$ cat src/rtl/ether_axil_slave.sv
// ----------------------------------------------------------------------------
// ether_axil_slave
//   AXI4-Lite responder holding a bank of 32-bit control/status registers for
//   the ethernetlite subsystem. One slot (RO_IDX) is a read-only view of the
//   hardware status word; all other slots are read/write with byte strobes.
//
// Ports
//   sys_clk, arst         : clock (rising edge) and async active-high reset
//   aw*/w*/b*             : AXI4-Lite write address / data / response channels
//   ar*/r*                : AXI4-Lite read address / data channels
//   status_in             : hardware status, sampled when RO_IDX is read
//   regs_out              : flat export of register k at [32k+31:32k];
//                           the RO_IDX slot drives zero
// ----------------------------------------------------------------------------
module ether_axil_slave #(
  parameter int          NUM_REGS  = 8,
  parameter int          RO_IDX    = 7,
  parameter logic [31:0] RESET_VAL = 32'h0000_0000
) (
  input  logic                     sys_clk,
  input  logic                     arst,
  input  logic [31:0]              awaddr,
  input  logic                     awvalid,
  output logic                     awready,
  input  logic [31:0]              wdata,
  input  logic [3:0]               wstrb,
  input  logic                     wvalid,
  output logic                     wready,
  output logic [1:0]               bresp,
  output logic                     bvalid,
  input  logic                     bready,
  input  logic [31:0]              araddr,
  input  logic                     arvalid,
  output logic                     arready,
  output logic [31:0]              rdata,
  output logic                     rvalid,
  input  logic                     rready,
  output logic [1:0]               rresp,
  input  logic [31:0]              status_in,
  output logic [32*NUM_REGS-1:0]   regs_out
);

  localparam int             IW     = $clog2(NUM_REGS);
  localparam logic [IW-1:0]  RO_I   = IW'(RO_IDX);
  localparam logic [29:0]    NUM_W  = 30'(NUM_REGS);
  localparam logic [1:0]     OKAY   = 2'b00;
  localparam logic [1:0]     SLVERR = 2'b10;

  typedef enum logic [1:0] {
    W_IDLE = 2'd0,
    W_ADDR = 2'd1,
    W_DATA = 2'd2,
    W_RESP = 2'd3
  } wstate_t;

  typedef enum logic {
    R_IDLE  = 1'b0,
    R_VALID = 1'b1
  } rstate_t;

  // Replace only the strobed bytes of the old value.
  function automatic logic [31:0] merge_bytes(input logic [31:0] old_v,
                                              input logic [31:0] new_v,
                                              input logic [3:0]  strb);
    logic [31:0] res;
    res = old_v;
    for (int b = 0; b < 4; b++) begin
      if (strb[b]) begin
        res[8*b +: 8] = new_v[8*b +: 8];
      end else begin
        res[8*b +: 8] = old_v[8*b +: 8];
      end
    end
    return res;
  endfunction

  logic [31:0] r_regs [NUM_REGS];

  // Write channel state
  wstate_t     r_wstate;
  logic [29:0] r_awaddr;
  logic [31:0] r_wdata;
  logic [3:0]  r_wstrb;
  logic        r_awready;
  logic        r_wready;
  logic        r_bvalid;
  logic [1:0]  r_bresp;

  // Read channel state
  rstate_t     r_rstate;
  logic        r_arready;
  logic        r_rvalid;
  logic [31:0] r_rdata;
  logic [1:0]  r_rresp;

  logic        w_aw_hs;
  logic        w_w_hs;
  logic        w_ar_hs;
  logic        w_commit;
  logic [29:0] w_caddr;
  logic [31:0] w_cdata;
  logic [3:0]  w_cstrb;
  logic [IW-1:0] w_cidx;
  logic        w_cslverr;
  logic [29:0] w_raddr;
  logic [IW-1:0] w_ridx;
  logic        w_roor;
  logic [31:0] w_rdata_src;

  // Byte-offset address bits carry no meaning for a word-wide register bank.
  logic        w_unused_addr_lsbs;
  assign w_unused_addr_lsbs = ^{awaddr[1:0], araddr[1:0]};

  // Handshakes use registered readies, so no input reaches an output combinationally.
  assign w_aw_hs = awvalid & r_awready;
  assign w_w_hs  = wvalid  & r_wready;
  assign w_ar_hs = arvalid & r_arready;

  // Select the address/data pair for a commit: whichever half arrived earlier comes from its latch.
  always_comb begin
    w_commit = 1'b0;
    w_caddr  = r_awaddr;
    w_cdata  = r_wdata;
    w_cstrb  = r_wstrb;
    case (r_wstate)
      W_IDLE: begin
        w_commit = w_aw_hs & w_w_hs;
        w_caddr  = awaddr[31:2];
        w_cdata  = wdata;
        w_cstrb  = wstrb;
      end
      W_ADDR: begin
        w_commit = w_w_hs;
        w_cdata  = wdata;
        w_cstrb  = wstrb;
      end
      W_DATA: begin
        w_commit = w_aw_hs;
        w_caddr  = awaddr[31:2];
      end
      default: begin
        w_commit = 1'b0;
      end
    endcase
  end

  assign w_cidx    = w_caddr[IW-1:0];
  assign w_cslverr = (w_caddr >= NUM_W) || (w_cidx == RO_I);

  assign w_raddr = araddr[31:2];
  assign w_ridx  = w_raddr[IW-1:0];
  assign w_roor  = (w_raddr >= NUM_W);

  // Read data source: zero when out of range, live status for the RO slot, else the stored word.
  always_comb begin
    w_rdata_src = 32'h0000_0000;
    if (w_roor) begin
      w_rdata_src = 32'h0000_0000;
    end else if (w_ridx == RO_I) begin
      w_rdata_src = status_in;
    end else begin
      w_rdata_src = r_regs[w_ridx];
    end
  end

  // Write FSM, register bank and write response channel.
  always_ff @(posedge sys_clk or posedge arst) begin
    if (arst) begin
      r_wstate  <= W_IDLE;
      r_awaddr  <= 30'h0;
      r_wdata   <= 32'h0;
      r_wstrb   <= 4'h0;
      r_awready <= 1'b1;
      r_wready  <= 1'b1;
      r_bvalid  <= 1'b0;
      r_bresp   <= 2'b00;
      for (int k = 0; k < NUM_REGS; k++) begin
        r_regs[k] <= RESET_VAL;
      end
    end else if (w_commit) begin
      if (!w_cslverr) begin
        r_regs[w_cidx] <= merge_bytes(r_regs[w_cidx], w_cdata, w_cstrb);
      end
      r_bresp   <= w_cslverr ? SLVERR : OKAY;
      r_bvalid  <= 1'b1;
      r_awready <= 1'b0;
      r_wready  <= 1'b0;
      r_wstate  <= W_RESP;
    end else begin
      case (r_wstate)
        W_IDLE: begin
          if (w_aw_hs) begin
            r_awaddr  <= awaddr[31:2];
            r_awready <= 1'b0;
            r_wstate  <= W_ADDR;
          end else if (w_w_hs) begin
            r_wdata  <= wdata;
            r_wstrb  <= wstrb;
            r_wready <= 1'b0;
            r_wstate <= W_DATA;
          end
        end
        W_ADDR, W_DATA: begin
          r_wstate <= r_wstate;
        end
        W_RESP: begin
          if (bready) begin
            r_bvalid  <= 1'b0;
            r_awready <= 1'b1;
            r_wready  <= 1'b1;
            r_wstate  <= W_IDLE;
          end
        end
        default: begin
          r_bvalid  <= 1'b0;
          r_awready <= 1'b1;
          r_wready  <= 1'b1;
          r_wstate  <= W_IDLE;
        end
      endcase
    end
  end

  // Read FSM: capture data at the AR handshake and hold it until rready.
  always_ff @(posedge sys_clk or posedge arst) begin
    if (arst) begin
      r_rstate  <= R_IDLE;
      r_arready <= 1'b1;
      r_rvalid  <= 1'b0;
      r_rdata   <= 32'h0;
      r_rresp   <= 2'b00;
    end else begin
      case (r_rstate)
        R_IDLE: begin
          if (w_ar_hs) begin
            r_rdata   <= w_rdata_src;
            r_rresp   <= w_roor ? SLVERR : OKAY;
            r_rvalid  <= 1'b1;
            r_arready <= 1'b0;
            r_rstate  <= R_VALID;
          end
        end
        R_VALID: begin
          if (rready) begin
            r_rvalid  <= 1'b0;
            r_arready <= 1'b1;
            r_rstate  <= R_IDLE;
          end
        end
        default: begin
          r_rvalid  <= 1'b0;
          r_arready <= 1'b1;
          r_rstate  <= R_IDLE;
        end
      endcase
    end
  end

  assign awready = r_awready;
  assign wready  = r_wready;
  assign bvalid  = r_bvalid;
  assign bresp   = r_bresp;
  assign arready = r_arready;
  assign rvalid  = r_rvalid;
  assign rdata   = r_rdata;
  assign rresp   = r_rresp;

  for (genvar k = 0; k < NUM_REGS; k++) begin : g_out
    if (k == RO_IDX) begin : g_ro
      assign regs_out[32*k +: 32] = 32'h0000_0000;
    end else begin : g_rw
      assign regs_out[32*k +: 32] = r_regs[k];
    end
  end

endmodule

$ cat config.mk
export PLATFORM = sky130hd
export DESIGN_NAME = ether_axil_slave
export DESIGN_NICKNAME = d
export VERILOG_FILES = /design/src/rtl/ether_axil_slave.sv
export SDC_FILE = /design/constraint.sdc
export NUM_CORES = 1
export LEC_CHECK = 0
export ABC_CLOCK_PERIOD_IN_PS = 25100
export BUFFER_PORTS_ARGS = -buffer_cell sky130_fd_sc_hd__buf_4
export CORE_ASPECT_RATIO = 0.7
export CORE_MARGIN = 2
export CORE_UTILIZATION = 57
export DETAILED_ROUTE_END_ITERATION = 10
export GPL_ROUTABILITY_DRIVEN = 0
export PLACE_DENSITY = 0.83
export SETUP_SLACK_MARGIN = 0.1
export SLEW_MARGIN = 20
export SYNTH_ARGS = -nofsm -noshare
export SYNTH_HDL_FRONTEND = slang
export SYNTH_SLANG_ARGS = --single-unit
$ cat constraint.sdc
create_clock -name sys_clk -period 25.1 [get_ports sys_clk]
set_input_delay 3.765 -clock sys_clk [delete_from_list [all_inputs] [get_ports sys_clk]]
set_output_delay 3.765 -clock sys_clk [all_outputs]
set_load 0.05 [all_outputs]
### Yosys cells after proc, flatten, opt, wreduce, memory -nomap -nowiden

Cells that the tools add are included.

* $lt $le $gt $ge: 5
* equal/unequal tests: 13
* muxes and demuxes: 54
* bitwise operators: 10
* reduce and logical (&&, ||, !) cells: 18

Operator list (count)
* 256-bit bitwise mux: 1
* 32-bit two-way mux: 8
* 32-bit binary-select mux with 3-bit select: 2
* 32-bit demux with 3-bit select: 1
* 8-bit two-way mux: 12
* 30-bit by 4-bit greater-or-equal comparator with 1-bit output (second input constant): 2
* 30-bit two-way mux: 1
* 1-bit two-way mux: 15
* 2-bit two-way mux: 6
* 3-bit inequality test (second input constant): 4
* 1-bit one-hot mux with 2 select lines: 5
* 3-bit AND reduction: 3
* 4-bit greater-or-equal comparator (second input constant): 2
* 3-bit inverter with 4-bit output: 2
* 2-bit AND reduction: 4
* 4-bit AND reduction: 2
* 3-bit equality test (second input constant): 2
* 2-bit inequality test (second input constant): 3
* 2-bit OR reduction: 3
* 1-bit bitwise AND: 4
* 2-bit equality test (second input constant): 2
* 4-bit by 1-bit less-than comparator with 1-bit output (second input constant): 1
* 4-bit two-way mux: 1
* 4-bit inequality test (second input constant): 1
* 9 further kinds: 13

* flip-flop bits (word level): 366

### Logic depth before layout (Yosys ltp)

* depth in word-level cells: 11
* depth in mapped cells: 14
* gate-level depth less buffers: 8

### Least setup slack after synthesis

OpenSTA, ideal clock, no wires.

* kind: in2reg
* from: input awaddr[3]
* to: register r_regs, in the netlist regs_out[130]
* data arrival time: 5315 ps
* data required time: 24956 ps
* setup slack: 19640 ps
* stages: 8
* cells stage by stage: clkbuf_1 nand2b_1 o21ai_2 buf_2 a221oi_1 nor2_1 nor4_2 o31ai_1

* word-level cells in the longest chain between the ends: 9
* elaborated cells between the ends (all ways): 19
* classes of those cells: order compare: 3; eq/ne: 1; mux: 10; bitwise: 2; reduce/logical: 3

RTL lines
* start: declaration: RTL line 22 `input logic [31:0] awaddr,`
* 30-bit two-way mux *: RTL line 125 `case (r_wstate)`
* parallel branches: the longest is 8 deep, another holds 30-bit by 4-bit greater-or-equal comparator with 1-bit output
* end signal: indexed assignment: RTL line 182 `r_regs[w_cidx] <= merge_bytes(r_regs[w_cidx], w_cdata, w_cstrb);`
* end: declaration: RTL line 77 `logic [31:0] r_regs [NUM_REGS];`

Mark *: on every way between the ends. The select of a mux whose other input is x is not followed.
A chain may end at the register's enable or synchronous reset.

### Worst setup path after layout

* from: input awaddr[2]
* to: register r_regs, in the netlist regs_out[147]

The elaborated chain is that of the path after synthesis.

==> flow_metrics.py <==
metrics = {
    "logic_synthesis": {
        "yosysUniqueCellTypes": 53,
        "synthArstFlopShare": 1.000,
        "synth_seq_area_share": 0.4390,
        "ys.flop_type": "dfrtp_1",
        "synth-edff-count": 0,
        "syn_avg_cell_area_sq_um": 9.705,
        "yosysWarnings": 0,
        "synthesis.area_sq_mm": 0.02076,
        "synthCells": 2139,
        "ys_ff_latch": 364,
    },
    "clock_network": {
        "cts-root-buf": "clkbuf_16",
        "postCtsHoldBufs": 0,
        "clk_pin_slew_ns": 0.06,
        "clockBufferDepth": 3,
        "cts_max_level": 2,
        "cts_inserted_buffers": 38,
        "worstSkewPairLatency_ns": 0.54,
        "tritoncts": "yes",
        "post_cts_buffers": 0,
        "cts-resized-gates": 0,
        "cts_sinks": 364,
    },
    "setup_path": {
        "path_max_fanout": 52,
        "cp_cell_sequence": "buf_4, o21ai_1, and2_4, buf_4, nand4_1, buf_4, o31ai_1",
        "arrival_ns": 7.46,
        "cp-end-kind": "register",
        "crit_path_start_kind": "input port",
        "timing.critical_path.buf_inv": 3,
        "cpPeakStageDelay_ns": 1.09,
        "crit_slowest_cell": "nand4_1",
        "critPathTopFamily": "simple AND/OR/NAND/NOR gates",
        "crit_type": "input port to register",
        "critPathRequiredTime_ns": 25.54,
        "crit_top_cell": "buf_4",
    },
    "global_routing": {
        "grt_pass1_wl_um": 99190,
        "grt_max_degree": 174,
        "overflow": 0,
        "grt_pass1_vias": 16280,
        "grt.total_usage": 0.3468,
        "antenna_found_initial": 13,
    },
    "finish": {
        "final_layout_size_suffix_gt1_frac": 0.2949,
        "fin_cells": 2708,
        "areaGrowthSynthToFinish_pct": 12.24,
        "final_nets": 2341,
        "fill_cells": 2751,
    },
    "floorplan": {
        "die_x_um": 232.1,
        "rows": 58,
        "start_util": 0.5779,
        "dieArea_sq_mm": 0.03799,
        "fp.dieH_um": 163.7,
        "coreArea_sq_mm": 0.03592,
        "ios": 436,
    },
    "sta": {
        "fmax_mhz": 142.3,
        "finalCritPeriodShare": 0.2800,
        "tightest_slew_ns": 1.182,
        "fin_tns_setup_ns": 0,
        "hold_viol_final": 0,
        "maxSlewHeadroom": 0.2096,
        "final.setup_skew_ns": 0.02261,
        "period_needed_ns": 7.029,
        "finalMaxSlewViolations": 0,
        "grt_setup_unrepaired": "no",
        "setup_viol": 0,
    },
    "detailed_routing": {
        "routed_via_density": 6.322,
        "finalWirelength_um": 66910,
        "wl_per_cell_um": 24.71,
        "drt_iter0_markers": 1992,
        "antenna_left": 0,
        "firstDrtPassIters": 9,
        "drc": 0,
        "num_vias": 17120,
    },
    "run_status": {
        "status": "complete, no violations",
    },
    "power_and_ir_drop": {
        "p_leak_nw": 10.72,
        "p_sw_w": 0.0003229,
        "switching_share": 0.2519,
        "combPwrFrac": 0.095,
        "clkPwrFrac": 0.444,
        "p_per_area_mw_per_mm2": 55.03,
        "ir_drop_mv": 0.04612,
        "p_int_w": 0.0009591,
        "power_frac_seq": 0.461,
    },
    "place": {
        "dp.cells": 2636,
        "place_hpwl_um": 44050,
        "io_buffers": 397,
    },
    "hold_path": {
        "hold_class": "register to register",
    },
    "run": {
        "max_cap_violations": 0,
    },
}
[layout make-up]
type / count / area (sq um) / share of cell area
repair buffers: 426 / 3229 / 0.1386
multi-input cells: 1351 / 9055 / 0.3886
inverters: 17 / 71.32 / 0.003061
diodes: 7 / 17.52 / 0.0007518
clock inverters: 6 / 108.9 / 0.004672
well taps: 480 / 600.6 / 0.02578
clock buffers: 57 / 1104 / 0.04737
flip-flops and latches: 364 / 9112 / 0.3911
[cell usage in the layout (no fill, tap or decap), types with 3 or more instances in the layout]
master / instances
nand2_1: 567
buf_4: 421
dfrtp_1: 361
o21ai_0: 127
o31ai_1: 112
mux2i_1: 70
a21oi_1: 68
mux4_2: 66
mux2_2: 65
clkbuf_16: 39
conb_1: 34
a221oi_1: 32
nor4_4: 24
nor2_1: 21
nor4_1: 18
o21ai_1: 17
nand3_1: 17
inv_1: 16
and3_1: 16
nand4_1: 15
o22ai_1: 15
clkbuf_1: 12
diode_2: 7
nor4_2: 7
and4_1: 7
clkbuf_8: 6
a31oi_1: 5
nor3_1: 4
ha_1: 4
or4_1: 3
a21boi_0: 3
dfstp_2: 3
bufinv_16: 3
buf_6: 3
[worst paths after layout]
path | startpoint | endpoint | slack, ns | cells past startpoint
hold reg to reg | r_regs[29] | r_regs[29] | 0.38 | 0
setup reg to reg | r_wstate[1] | regs_out[147] | 20.29 | 8
min in group asynchronous | arst | rdata[15] | 3.35 | 2
max in group asynchronous | arst | r_wdata[1] | 20.08 | 3
hold / removal | r_regs[29] | r_regs[29] | 0.38 | 0
setup / recovery | awaddr[2] | regs_out[147] | 18.07 | 7
[cells in the mapped netlist, types with 3 or more instances]
library cell  number  area, sq um
nor4_4            24        510.5
a221oi_1          32        280.3
mux4_2            66         1486
a21oi_1           68        340.3
and3_1            16        100.1
nor2_1            21        78.83
dfstp_2            3        78.83
nor4_1            18        112.6
and4_1             7        61.31
dfrtp_1          361         9034
ha_1               4        50.05
a21boi_0           3        22.52
a31oi_1            7        43.79
or4_1              3        22.52
nand2_1          568         2132
mux2_2            65        732.0
buf_1             29        108.9
o21ai_0          127        635.6
o21ai_1           17        85.08
inv_1             17        63.81
nand3_1           18        90.09
buf_4            266         1997
buf_2             59        295.3
mux2i_1           70        700.7
clkbuf_1          86        322.8
o31ai_1          112        840.8
nor4_2             7        87.58
nand4_1           15        93.84
nor3_1             4        20.02
o22ai_1           16        100.1
[state kept, by name, indices dropped and copies added (netlist names)]
register and flops:
regs_out 224, r_regs 32, r_wdata 32, rdata 32
r_awaddr 30, r_wstrb 4, r_wstate 2, arready 1
awready 1, bresp 1, bvalid 1, r_rstate 1
rresp 1, rvalid 1, wready 1
[routing by layer]
layer  GRT usage  routed length (um)
met2      0.5125               29560
met4      0.1218                2107
met1      0.4792               26530
met3      0.1161                8640
met5           0                  66
[cells by family after synthesis]
logic type,count (synthesis),share of synthesized area
AO/OA/AOI/OAI,395,0.1186
adder cells (fa/ha/maj),4,0.002411
buffers and inverters,457,0.1343
flip-flops,364,0.4390
multiplexers,201,0.1406
other,1,0.0001806
AND/OR/NAND/NOR,717,0.1650
[worst register-to-register path, stage by stage, from the launching register on]
cell and delay, ns:
dfrtp_1 0.42, inv_1 0.11, ha_1 0.57, or3b_1 0.28, and2_4 0.58, buf_4 0.69
nand4_1 1.11, buf_4 0.66, o31ai_1 0.32
[power by group through the flow]
stage               clock (W)  sequential, W  combinational (W)
floorplan                   0       0.000608          0.0000735
global placement            0       0.000602           0.000117
detailed placement          0       0.000602           0.000119
CTS                  0.000574       0.000591           0.000120
global route         0.000601       0.000592           0.000130
finish               0.000569       0.000591           0.000121
[per-stage QoR]
stage          utilization  setup WS [ns]  hold slack (ns)  total power, W  instance area [sq um]
2_1_floorplan            -          11.24           0.4284       0.0006813                  20880
3_3_place_gp        0.6128          17.57           0.3640       0.0007186                  22010
3_5_place_dp        0.6134          17.58           0.3646       0.0007213                  22040
4_1_cts             0.6472          18.14           0.3791        0.001285                  23250
5_1_grt             0.6482          17.97           0.3843        0.001322                  23280
6_report            0.6486          18.07           0.3754        0.001282                  23300
(Power assumes the default switching activity.)
